==> src/rtl/prog_mem_ctrl_if.sv <==
// rtl/prog_mem_ctrl_if.sv - fetch, host-loader and program-memory signal bundle
// master drives requests/host words/memory read data; slave is the controller.
interface prog_mem_ctrl_if #(
   parameter int DATA_SIZE = 6,
   parameter int ADDR_SIZE = 5
);
   logic                 fetch_req;
   logic [ADDR_SIZE-1:0] fetch_addr;
   logic [DATA_SIZE-1:0] fetch_data;
   logic                 fetch_valid;
   logic                 cpu_hold;
   logic                 load_start;
   logic [ADDR_SIZE:0]   load_len;
   logic                 host_valid;
   logic [DATA_SIZE-1:0] host_data;
   logic                 host_ready;
   logic                 load_done;
   logic [ADDR_SIZE-1:0] mem_addr;
   logic [DATA_SIZE-1:0] mem_wdata;
   logic                 mem_we;
   logic [DATA_SIZE-1:0] mem_rdata;

   modport master (
      output fetch_req, fetch_addr, load_start, load_len, host_valid, host_data, mem_rdata,
      input  fetch_data, fetch_valid, cpu_hold, host_ready, load_done, mem_addr, mem_wdata, mem_we
   );

   modport slave (
      input  fetch_req, fetch_addr, load_start, load_len, host_valid, host_data, mem_rdata,
      output fetch_data, fetch_valid, cpu_hold, host_ready, load_done, mem_addr, mem_wdata, mem_we
   );
endinterface

==> src/rtl/prog_mem_ctrl.sv <==
// rtl/prog_mem_ctrl.sv - program-memory port arbiter between CPU fetch and host loader
// A load burst writes from address 0 upward and stalls the CPU until it completes.
module prog_mem_ctrl #(
   parameter int DATA_SIZE = 6,
   parameter int ADDR_SIZE = 5
) (
   input logic            clk,
   input logic            rstn,
   prog_mem_ctrl_if.slave bus
);
   localparam int                 DEPTH     = 2 ** ADDR_SIZE;
   localparam logic [ADDR_SIZE:0] DEPTH_LEN = (ADDR_SIZE + 1)'(DEPTH);

   typedef enum logic [1:0] {
      S_IDLE = 2'd0,
      S_LOAD = 2'd1,
      S_DONE = 2'd2
   } state_t;

   state_t               state_q, state_d;
   logic [ADDR_SIZE-1:0] wr_ptr_q, wr_ptr_d;
   logic [ADDR_SIZE:0]   remaining_q, remaining_d;
   logic [ADDR_SIZE:0]   len_clamped;
   logic [DATA_SIZE-1:0] fetch_data_q, fetch_data_d;
   logic                 fetch_valid_q, fetch_valid_d;
   logic                 cpu_hold_q, cpu_hold_d;
   logic                 load_done_q, load_done_d;
   logic                 xfer;

   assign xfer = (state_q == S_LOAD) && bus.host_valid;

   always_comb begin
      state_d       = state_q;
      wr_ptr_d      = wr_ptr_q;
      remaining_d   = remaining_q;
      fetch_data_d  = fetch_data_q;
      fetch_valid_d = 1'b0;
      len_clamped   = (bus.load_len > DEPTH_LEN) ? DEPTH_LEN : bus.load_len;

      case (state_q)
         S_IDLE: begin
            // Fetch and load start may share an edge: the fetch still completes.
            if (bus.fetch_req) begin
               fetch_data_d  = bus.mem_rdata;
               fetch_valid_d = 1'b1;
            end
            if (bus.load_start) begin
               if (len_clamped == '0) begin
                  state_d = S_DONE;
               end else begin
                  wr_ptr_d    = '0;
                  remaining_d = len_clamped;
                  state_d     = S_LOAD;
               end
            end
         end
         S_LOAD: begin
            if (xfer) begin
               wr_ptr_d    = wr_ptr_q + 1'b1;
               remaining_d = remaining_q - 1'b1;
               if (remaining_q == (ADDR_SIZE + 1)'(1)) begin
                  state_d = S_DONE;
               end
            end
         end
         S_DONE:  state_d = S_IDLE;
         default: state_d = S_IDLE;
      endcase

      cpu_hold_d  = (state_d != S_IDLE);
      load_done_d = (state_d == S_DONE);
   end

   always_ff @(posedge clk or negedge rstn) begin
      if (!rstn) begin
         state_q       <= S_IDLE;
         wr_ptr_q      <= '0;
         remaining_q   <= '0;
         fetch_data_q  <= '0;
         fetch_valid_q <= 1'b0;
         cpu_hold_q    <= 1'b0;
         load_done_q   <= 1'b0;
      end else begin
         state_q       <= state_d;
         wr_ptr_q      <= wr_ptr_d;
         remaining_q   <= remaining_d;
         fetch_data_q  <= fetch_data_d;
         fetch_valid_q <= fetch_valid_d;
         cpu_hold_q    <= cpu_hold_d;
         load_done_q   <= load_done_d;
      end
   end

   assign bus.fetch_data  = fetch_data_q;
   assign bus.fetch_valid = fetch_valid_q;
   assign bus.cpu_hold    = cpu_hold_q;
   assign bus.load_done   = load_done_q;
   assign bus.host_ready  = (state_q == S_LOAD);
   assign bus.mem_addr    = (state_q == S_LOAD) ? wr_ptr_q : bus.fetch_addr;
   assign bus.mem_wdata   = (state_q == S_LOAD) ? bus.host_data : '0;
   assign bus.mem_we      = xfer;
endmodule

==> src/flat_wrapper.sv <==
// flat-port wrapper written by rule: the top's interface ports become plain ports
module prog_mem_ctrl_flat 
#(
   parameter int DATA_SIZE = 6,
   parameter int ADDR_SIZE = 5
)
  (clk, rstn, bus_fetch_req, bus_fetch_addr, bus_load_start, bus_load_len, bus_host_valid, bus_host_data, bus_mem_rdata, bus_fetch_data, bus_fetch_valid, bus_cpu_hold, bus_host_ready, bus_load_done, bus_mem_addr, bus_mem_wdata, bus_mem_we);
  prog_mem_ctrl_if #(.DATA_SIZE(DATA_SIZE), .ADDR_SIZE(ADDR_SIZE)) bus_i ();
  input logic clk;
  input logic rstn;
  input wire logic [$bits(bus_i.fetch_req)-1:0] bus_fetch_req;
  input wire logic [$bits(bus_i.fetch_addr)-1:0] bus_fetch_addr;
  input wire logic [$bits(bus_i.load_start)-1:0] bus_load_start;
  input wire logic [$bits(bus_i.load_len)-1:0] bus_load_len;
  input wire logic [$bits(bus_i.host_valid)-1:0] bus_host_valid;
  input wire logic [$bits(bus_i.host_data)-1:0] bus_host_data;
  input wire logic [$bits(bus_i.mem_rdata)-1:0] bus_mem_rdata;
  output wire logic [$bits(bus_i.fetch_data)-1:0] bus_fetch_data;
  output wire logic [$bits(bus_i.fetch_valid)-1:0] bus_fetch_valid;
  output wire logic [$bits(bus_i.cpu_hold)-1:0] bus_cpu_hold;
  output wire logic [$bits(bus_i.host_ready)-1:0] bus_host_ready;
  output wire logic [$bits(bus_i.load_done)-1:0] bus_load_done;
  output wire logic [$bits(bus_i.mem_addr)-1:0] bus_mem_addr;
  output wire logic [$bits(bus_i.mem_wdata)-1:0] bus_mem_wdata;
  output wire logic [$bits(bus_i.mem_we)-1:0] bus_mem_we;
  assign bus_i.fetch_req = bus_fetch_req;
  assign bus_i.fetch_addr = bus_fetch_addr;
  assign bus_i.load_start = bus_load_start;
  assign bus_i.load_len = bus_load_len;
  assign bus_i.host_valid = bus_host_valid;
  assign bus_i.host_data = bus_host_data;
  assign bus_i.mem_rdata = bus_mem_rdata;
  assign bus_fetch_data = bus_i.fetch_data;
  assign bus_fetch_valid = bus_i.fetch_valid;
  assign bus_cpu_hold = bus_i.cpu_hold;
  assign bus_host_ready = bus_i.host_ready;
  assign bus_load_done = bus_i.load_done;
  assign bus_mem_addr = bus_i.mem_addr;
  assign bus_mem_wdata = bus_i.mem_wdata;
  assign bus_mem_we = bus_i.mem_we;
  prog_mem_ctrl #(.DATA_SIZE(DATA_SIZE), .ADDR_SIZE(ADDR_SIZE)) u_core (.clk(clk), .rstn(rstn), .bus(bus_i));
endmodule
==> config.mk <==
export PLATFORM = sky130hd
export DESIGN_NAME = prog_mem_ctrl_flat
export DESIGN_NICKNAME = d
export VERILOG_FILES = /design/src/rtl/prog_mem_ctrl_if.sv /design/src/rtl/prog_mem_ctrl.sv /design/src/flat_wrapper.sv
export SDC_FILE = /design/constraint.sdc
export NUM_CORES = 1
export LEC_CHECK = 0
export CELL_PAD_IN_SITES_DETAIL_PLACEMENT = 1
export CELL_PAD_IN_SITES_GLOBAL_PLACEMENT = 1
export CORE_UTILIZATION = 30
export DETAILED_ROUTE_END_ITERATION = 8
export GPL_ROUTABILITY_DRIVEN = 0
export PLACE_DENSITY_LB_ADDON = 0.1
export SLEW_MARGIN = 20
export SYNTH_ARGS = -nofsm -noshare
export SYNTH_HDL_FRONTEND = slang
export SYNTH_SLANG_ARGS = --single-unit
export TNS_END_PERCENT = 1
==> constraint.sdc <==
create_clock -name clk -period 4.15 [get_ports clk]
set_input_delay 1.0375 -clock clk [delete_from_list [all_inputs] [get_ports clk]]
set_output_delay 1.0375 -clock clk [all_outputs]
set_load 0.005 [all_outputs]
==> results of run 1 <==
[per-layer routing]
layer | vias up | GRT usage, %
met5 | - | 0
met4 | 0 | 5.59
met3 | 4 | 2.91
met2 | 34 | 29.5
met1 | 575 | 21.5
li1 | 562 | -
[worst reg2reg max path: cells and delay by family, from the launching register on]
kind	cells	cell delay (ps)
compound gates	1	210
flops	1	550
mux	1	330
simple gates	2	730
[per-stage QoR]
step,setup slack (ps),util [%]
after floorplan,1800,-
after detailed placement,762,44.2
after CTS,762,46.0
final,781,45.9
after global routing,699,45.9
after global placement,793,44.2
[layout by cell type, fill, tap and decap left out, types with 3 or more instances in the layout]
cell / count
nand2_1: 14
dfrtp_1: 22
and2_1: 6
o21ai_0: 6
nand4_1: 3
nand3_1: 3
clkdlybuf4s50_1: 48
a31oi_1: 7
ha_1: 3
clkbuf_8: 3
mux2_2: 6
nor2_1: 10
inv_1: 6
a21oi_1: 8
[state kept, by name, summed over array words and instances (netlist names)]
signal,count
u_core.state_q,2
u_core.bus.cpu_hold,1
u_core.bus.fetch_valid,1
u_core.wr_ptr_q,5
u_core.remaining_q,6
u_core.bus.load_done,1
u_core.bus.fetch_data,6
[power by group]
| part | internal, W | leakage (nW) | total [W] | switching, W |
|---|---|---|---|---|
| clock | 0.000129 | 0.0357 | 0.000203 | 0.0000738 |
| combinational | 0.000305 | 0.457 | 0.000509 | 0.000204 |
| sequential | 0.000304 | 0.259 | 0.000403 | 0.0000986 |
[path summary, 6_finish.rpt]
path / startpoint / endpoint / slack [ps]
max: bus_host_valid / bus_mem_we / 780
min reg2reg: u_core.wr_ptr_q[4]$_DFFE_PN0P_ / u_core.wr_ptr_q[4]$_DFFE_PN0P_ / 490
min: u_core.wr_ptr_q[4]$_DFFE_PN0P_ / u_core.wr_ptr_q[4]$_DFFE_PN0P_ / 490
max in group asynchronous: rstn / u_core.wr_ptr_q[4]$_DFFE_PN0P_ / 3080
min in group asynchronous: rstn / u_core.bus.fetch_data[1]$_DFFE_PN0P_ / 730
max reg2reg: u_core.state_q[0]$_DFF_PN0_ / u_core.remaining_q[1]$_DFFE_PN0P_ / 2230
[cells by family (layout without fill, tap and decap cells)]
kind of cell,Yosys count,count (layout)
buf+inv,13,61
mux,7,7
flops,22,22
fa+ha+maj,3,3
compound gates,35,35
simple gates,48,48
[layout make-up]
cell class              instances  area [µm²]
multi-input cells              93         632
clock buffers                   3        41.3
inverters                       7        26.3
clock inverters                 1        30.0
fillers                       466        2160
repair buffers                 50         493
well taps                      50        62.6
flip-flops and latches         22         551
==> impl_metrics.yaml, run 1 <==
outcome:
  outcome: "finished clean"
setup_path:
  crit_cells: 3
  worst_path_max_delay_cell: "clkdlybuf4s50_1"
  path_cells: "clkdlybuf4s50_1 > and3b_1 > clkdlybuf4s50_1"
  path_max_fanout: 6
  cp.arrival_ps: 2330
  path_buf_inv: 2
  worstPathRequired_ps: 3110
  criticalPathCategory: "input pin to output port"
  critPathTopFamily: "buffers and inverters"
  rr_worst_depth: 4
  start_kind: "input pin"
  end_kind: "output port"
  slowest_delay_ps: 560
  cpMostUsedCell: "clkdlybuf4s50_1"
clock_network:
  cts_buffers: 3
  cts_buffer_depth: 2
  cts_sinks: 22
  cts_resized: 0
  ctsHoldBuffers: 0
  clock-root-buffer: "clkbuf_8"
  clk_pin_slew_worst_paths_ps: 80
  post_cts_buffers: 0
  h-tree-depth: 1
  insertion_delay_ps: 270
  tritoncts: "done"
final_layout:
  syn2layout_area_growth_pct: 46.4
  stdcell_count: 226
  antennaDiodeCount: 0
  drive_gt1_share_pct: 11.4
  fin_area_mm2: 0.00184
  layout.nets: 208
sta:
  setup_violations: 0
  tightest_slew_ps: 517
  slew_headroom_pct: 65.4
  rsz0062_at_grt: "no"
  hold_viol_final: 0
  skew_ps: 4.98
  setup_tns_ps: 0
  maxSlewViolCount: 0
  whs_ps: 493
  timing.fmax_mhz: 297
  period_share_pct: 81.2
  min_period_ps: 3370
logic_synthesis:
  ys_dominant_reg_cell: "dfrtp_1"
  async_flop_share_pct: 100
  synthMuxAreaShare_pct: 6.59
  syn_avg_cell_area_um2: 9.79
  yosysMostFrequentCell: "dfrtp_1"
  synth_warnings: 0
  synth_area_leaders: "dfrtp_1 (44%), mux2_2 (5.4%), nand2_1 (4.2%), a31oi_1 (3.5%), a21oi_1 (3.2%)"
  yosys.area.top_type: "dfrtp_1"
  synth.ff_latch_count: 22
  synth_compound_area_share_pct: 18.7
  synthAdderAreaFrac_pct: 2.99
  synth_nets: 159
  yosys.area_share.simple_pct: 22.2
  synthDistinctLibCells: 40
  synth_top_family_by_area: "simple AND/OR/NAND/NOR gates"
  synth_area_mm2: 0.00125
  synth_edf_count: 0
  synth_commonest_cells: "dfrtp_1 (22), nand2_1 (14), nor2_1 (10)"
  seq_area_frac_synth_pct: 43.9
  syn_inst: 128
  synth_xor_xnor_area_share_pct: 0
  synth_top_cell_area_share_pct: 43.9
place:
  dpl_cell_area_mm2: 0.00177
  io_buffers: 49
  dp.cells: 222
  hpwl_um: 2690
detailed_routing:
  route.met2.wl_um: 1730
  drt-vias-per-instance: 5.20
  vias: 1175
  wire_per_inst_um: 15.4
  first_pass_iters: 4
  top_layer: "met4"
  met1_length_um: 1500
  ant_nets: 0
  drc: 0
  wl_met3_um: 207
  drtIter0Drc: 47
  wirelength_um: 3480
floorplan:
  num_rows: 23
  initial_core_util_pct: 31.3
  core-area_mm2: 0.00400
  dieHeight_um: 66.6
  dieArea_mm2: 0.00444
  ioPinCount: 50
  die_w_um: 66.6
global_route:
  antenna_found_initial: 0
  grt_use_total_pct: 17.2
  grt_max_degree: 23
  grt_pass1_vias: 1190
  overflow: 0
  grt_pass1_wl_um: 5840
min_path:
  hold_class: "register to register"
  worstHoldPathCells: 1
power:
  leakage_nw: 0.752
  vdd_ir_drop_max_v: 0.000181
  finalPower_w: 0.00111
  power.density_mw_per_mm2: 607
job:
  drv_cap: 0
Power figures use the tool's default switching activity.
==> run 2: changes to the inputs <==
==> constraint.sdc (replaced) <==
create_clock -name clk -period 3.55 [get_ports clk]
set_input_delay 0.8875 -clock clk [delete_from_list [all_inputs] [get_ports clk]]
set_output_delay 0.8875 -clock clk [all_outputs]
set_load 0.005 [all_outputs]
==> run 2 against run 1 <==
Compared with the run above:
- hold slack improved by 5.8 ps
- critical path depth is the same
- sequential share of layout area stayed put
- worst setup slack worse by 310 ps
- largest cell class unchanged
- flip-flop and latch count did not move
- wire length rose by 1.1%
- register-to-register slack worse by 620 ps
- power rose by 17%
- highest routed layer unchanged
- critical path type unchanged
==> impl_metrics.yaml, run 2 (same netlist as run 1, synthesis figures left out) <==
outcome:
  outcome: "finished clean"
clock_network:
  clock-root-buffer: "clkbuf_8"
  tritoncts: "done"
  insertion_delay_ps: 260
  cts_buffer_depth: 2
  cts_buffers: 3
  cts_sinks: 22
  cts_resized: 0
  h-tree-depth: 1
  ctsHoldBuffers: 0
  clk_pin_slew_worst_paths_ps: 80
  post_cts_buffers: 0
setup_path:
  path_max_fanout: 6
  end_kind: "output port"
  start_kind: "input pin"
  r2r_slack_ps: 1610
  crit_cells: 3
  criticalPathCategory: "input pin to output port"
  slowest_delay_ps: 570
  path_cells: "clkdlybuf4s50_1 > and3b_1 > clkdlybuf4s50_1"
  worst_path_max_delay_cell: "clkdlybuf4s50_1"
  path_buf_inv: 2
  rr_worst_depth: 4
  cp.arrival_ps: 2190
  critPathTopFamily: "buffers and inverters"
  cpMostUsedCell: "clkdlybuf4s50_1"
  worstPathRequired_ps: 2660
sta:
  period_share_pct: 86.7
  setup_tns_ps: 0
  slew_headroom_pct: 65.4
  maxSlewViolCount: 0
  skew_ps: 1.85
  whs_ps: 499
  timing.fmax_mhz: 325
  min_period_ps: 3080
  rsz0062_at_grt: "no"
  tightest_slew_ps: 517
  setup_violations: 0
  hold_viol_final: 0
final_layout:
  layout.nets: 208
  layout_common_cells: "clkdlybuf4s50_1 (48), dfrtp_1 (22), nand2_1 (14)"
  stdcell_count: 226
  nFillCells: 459
  antennaDiodeCount: 0
  layout_commonest_cell: "clkdlybuf4s50_1"
  drive_gt1_share_pct: 11.4
  register_area_um2: 551
  multi_input_area_um2: 632
  syn2layout_area_growth_pct: 46.4
global_route:
  grt_pass1_wl_um: 5750
  grt_use_total_pct: 17.2
  grt_pass1_vias: 1215
  antenna_found_initial: 0
  overflow: 0
  grt_max_degree: 23
power:
  leakage_nw: 0.752
  power.density_mw_per_mm2: 708
  finalPower_w: 0.00130
  vdd_ir_drop_max_v: 0.000198
detailed_routing:
  drc: 0
  drt-vias-per-instance: 5.23
  wirelength_um: 3520
  ant_nets: 0
  wire_per_inst_um: 15.6
  vias: 1183
  drtIter0Drc: 31
  first_pass_iters: 4
floorplan:
  num_rows: 23
  dieArea_mm2: 0.00444
  core-area_mm2: 0.00400
  initial_core_util_pct: 31.3
  dieHeight_um: 66.6
  die_w_um: 66.6
  ioPinCount: 50
place:
  io_buffers: 49
  hpwl_um: 2700
  dp.cells: 222
min_path:
  worstHoldPathCells: 1
  hold_class: "register to register"
job:
  drv_cap: 0
-- run 2: cell counts in the layout (fill, tap and decap cells not counted) --
Identical to the previous run, type by type.
-- run 2: power by group --
part           switching [W]  internal [W]  total (W)
registers           0.000116      0.000356   0.000471
logic               0.000238      0.000357   0.000595
clock network      0.0000837      0.000151   0.000234
total               0.000437      0.000864    0.00130
-- run 2: layout make-up --
cell class,instances,area share (%)
multi-input cells,93,34.4
flip-flops and latches,22,30.0
repair buffers,50,26.9
well taps,50,3.41
clock buffers,3,2.25
clock inverters,1,1.64
inverters,7,1.43
-- run 2: through the flow --
stage                     cell area [µm²]  setup slack, ps  util, %
after floorplan                      1250             1500        -
after global placement               1770              493     44.2
after detailed placement             1770              461     44.2
after CTS                            1840              462     46.0
after global routing                 1840              420     45.9
final                                1840              472     45.9
-- run 2: path summary, 6_finish.rpt --
path / from / to
worst max register to register: u_core.state_q[0]$_DFF_PN0_ / u_core.remaining_q[1]$_DFFE_PN0P_
worst min register to register: u_core.wr_ptr_q[4]$_DFFE_PN0P_ / u_core.wr_ptr_q[4]$_DFFE_PN0P_
worst min-delay path: u_core.wr_ptr_q[4]$_DFFE_PN0P_ / u_core.wr_ptr_q[4]$_DFFE_PN0P_
max in group asynchronous: rstn / u_core.remaining_q[3]$_DFFE_PN0P_
min in group asynchronous: rstn / u_core.bus.fetch_data[1]$_DFFE_PN0P_
worst max-delay path: bus_host_valid / bus_mem_we
-- run 2: metal layers --
| layer | up-vias | part of all wire [%] | wire length [µm] | global-route usage [%] |
|---|---|---|---|---|
| met1 | 574 | 42 | 1480 | 21.6 |
| li1 | 560 | - | - | - |
| met2 | 45 | 49 | 1740 | 29.4 |
| met4 | 0 | 0.85 | 30 | 4.79 |
| met3 | 4 | 7.7 | 271 | 3.60 |
| met5 | - | 0 | 0 | 0 |
==> run 3: changes to the inputs <==
--- a/config.mk
+++ b/config.mk
@@ -5,13 +5,13 @@
 export SDC_FILE = /design/constraint.sdc
 export NUM_CORES = 1
 export LEC_CHECK = 0
+export CAP_MARGIN = 20
 export CELL_PAD_IN_SITES_DETAIL_PLACEMENT = 1
 export CELL_PAD_IN_SITES_GLOBAL_PLACEMENT = 1
 export CORE_UTILIZATION = 30
 export DETAILED_ROUTE_END_ITERATION = 8
 export GPL_ROUTABILITY_DRIVEN = 0
 export PLACE_DENSITY_LB_ADDON = 0.1
-export SLEW_MARGIN = 20
 export SYNTH_ARGS = -nofsm -noshare
 export SYNTH_HDL_FRONTEND = slang
 export SYNTH_SLANG_ARGS = --single-unit
==> run 3 against run 2 <==
Compared with the run above:
- combinational power is 0.7% higher
- non-clock buffer count is 1 higher
- utilization is 0.50 points higher
- via count stayed put
- register-to-register slack hardly changed
- critical path depth stayed put
- clock power hardly changed
- sequential share of layout area is 0.32 points lower
- power is 0.32% higher
- sequential power hardly changed
- cell count is 0.44% higher
- critical endpoint unchanged
- highest routed layer unchanged
==> impl_metrics.yaml, run 3 (same netlist as run 1, synthesis figures left out) <==
outcome:
  outcome: "finished clean"
detailed_routing:
  vias: 1183
  drt-vias-per-instance: 5.21
  wirelength_um: 3530
  drtIter0Drc: 30
  wire_per_inst_um: 15.5
  ant_nets: 0
  first_pass_iters: 4
  drc: 0
global_route:
  grt_pass1_vias: 1215
  grt_use_total_pct: 17.2
  grt_max_degree: 23
  grt_pass1_wl_um: 5750
  antenna_found_initial: 0
  overflow: 0
power:
  switchingPower_w: 0.000439
  seqPwrFrac_pct: 36.1
  vdd_ir_drop_max_v: 0.000197
  power_frac_clock_pct: 18.0
  p_sw_share_pct: 33.6
  power_frac_comb_pct: 45.9
  p_int_w: 0.000866
  power.density_mw_per_mm2: 703
  leakage_nw: 0.759
final_layout:
  layout_commonest_cell: "clkdlybuf4s50_1"
  antennaDiodeCount: 0
  drive_gt1_share_pct: 11.3
  fin_area_mm2: 0.00186
  layout_common_cells: "clkdlybuf4s50_1 (49), dfrtp_1 (22), nand2_1 (14)"
  syn2layout_area_growth_pct: 48.0
  nFillCells: 457
  layout.nets: 209
sta:
  setup_violations: 0
  setup_tns_ps: 0
  tightest_slew_ps: 512
  slew_headroom_pct: 65.7
  min_period_ps: 3080
  skew_ps: 2.05
  rsz0062_at_grt: "no"
  maxSlewViolCount: 0
  hold_viol_final: 0
  period_share_pct: 86.6
  timing.fmax_mhz: 325
floorplan:
  initial_core_util_pct: 31.3
  dieArea_mm2: 0.00444
  num_rows: 23
  die_w_um: 66.6
  core-area_mm2: 0.00400
  dieHeight_um: 66.6
  ioPinCount: 50
clock_network:
  clock-root-buffer: "clkbuf_8"
  clk_pin_slew_worst_paths_ps: 80
  cts_sinks: 22
  insertion_delay_ps: 260
  tritoncts: "done"
  cts_buffer_depth: 2
  h-tree-depth: 1
  cts_resized: 0
  post_cts_buffers: 0
  ctsHoldBuffers: 0
  cts_buffers: 3
job:
  drv_cap: 0
setup_path:
  r2r_start: "u_core.state_q[0]$_DFF_PN0_"
  r2r_slack_ps: 1610
  cp.arrival_ps: 2190
  criticalPathCategory: "input pin to output port"
  end_kind: "output port"
  worstPathRequired_ps: 2660
  start_kind: "input pin"
  path_max_fanout: 6
  crit_start: "bus_host_valid"
min_path:
  hold_start: "u_core.wr_ptr_q[4]$_DFFE_PN0P_"
  hold_class: "register to register"
place:
  dpl_cell_area_mm2: 0.00177
  hpwl_um: 2700
  io_buffers: 49
## run 3: changes by cell type in the layout (fill, tap and decap cells not counted), sizes merged
cell	delta
clkdlybuf4s50	+1
## run 3: area by class of cell
class / count / area [µm²] / area share, %
Multi-Input combinational cell: 93 / 632 / 34.1
Sequential cell: 22 / 551 / 29.7
Timing Repair Buffer: 51 / 513 / 27.6
Tap cell: 50 / 62.6 / 3.37
Clock buffer: 3 / 41.3 / 2.23
Clock inverter: 1 / 30.0 / 1.62
Inverter: 7 / 26.3 / 1.42
## run 3: power groups by stage
stage	Clock (W)	Sequential [W]	Combinational, W
final	0.000235	0.000471	0.000599
after global routing	0.000250	0.000490	0.000677
after CTS	0.000241	0.000469	0.000607
after detailed placement	0	0.000472	0.000605
after global placement	0	0.000465	0.000585
after floorplan	0	0.000443	0.000332
## run 3: per-stage QoR
stage / setup WS (ps) / cells / hold slack, ps / utilization (%) / total power, W
finish: 475 / 227 / 505 / 46.4 / 0.00130
floorplan: 1500 / 128 / 452 / - / 0.000775
CTS: 462 / 226 / 497 / 46.0 / 0.00132
detailed placement: 461 / 222 / 486 / 44.2 / 0.00108
global placement: 493 / 222 / 489 / 44.2 / 0.00105
global route: 420 / 227 / 533 / 46.4 / 0.00142
## run 3: worst paths after layout
path,endpoint,cells after the start
worst max-delay path,bus_mem_we,3
worst min-delay path,u_core.wr_ptr_q[4]$_DFFE_PN0P_,1
worst max register to register,u_core.remaining_q[1]$_DFFE_PN0P_,4
worst min register to register,u_core.wr_ptr_q[4]$_DFFE_PN0P_,1
max in group asynchronous,u_core.bus.fetch_data[4]$_DFFE_PN0P_,2
min in group asynchronous,u_core.bus.fetch_data[3]$_DFFE_PN0P_,1
## run 3: critical path: stages
cell	delay [ps]
clkdlybuf4s50_1	570
and3b_1	230
clkdlybuf4s50_1	510
## run 3: per-layer routing
layer | vias to the layer above | GRT usage (%) | part of all wire (%)
met3 | 4 | 3.60 | 6.6
met5 | - | 0 | 0
met4 | 0 | 4.79 | 0.85
li1 | 562 | - | -
met1 | 583 | 21.6 | 44
met2 | 34 | 29.4 | 49
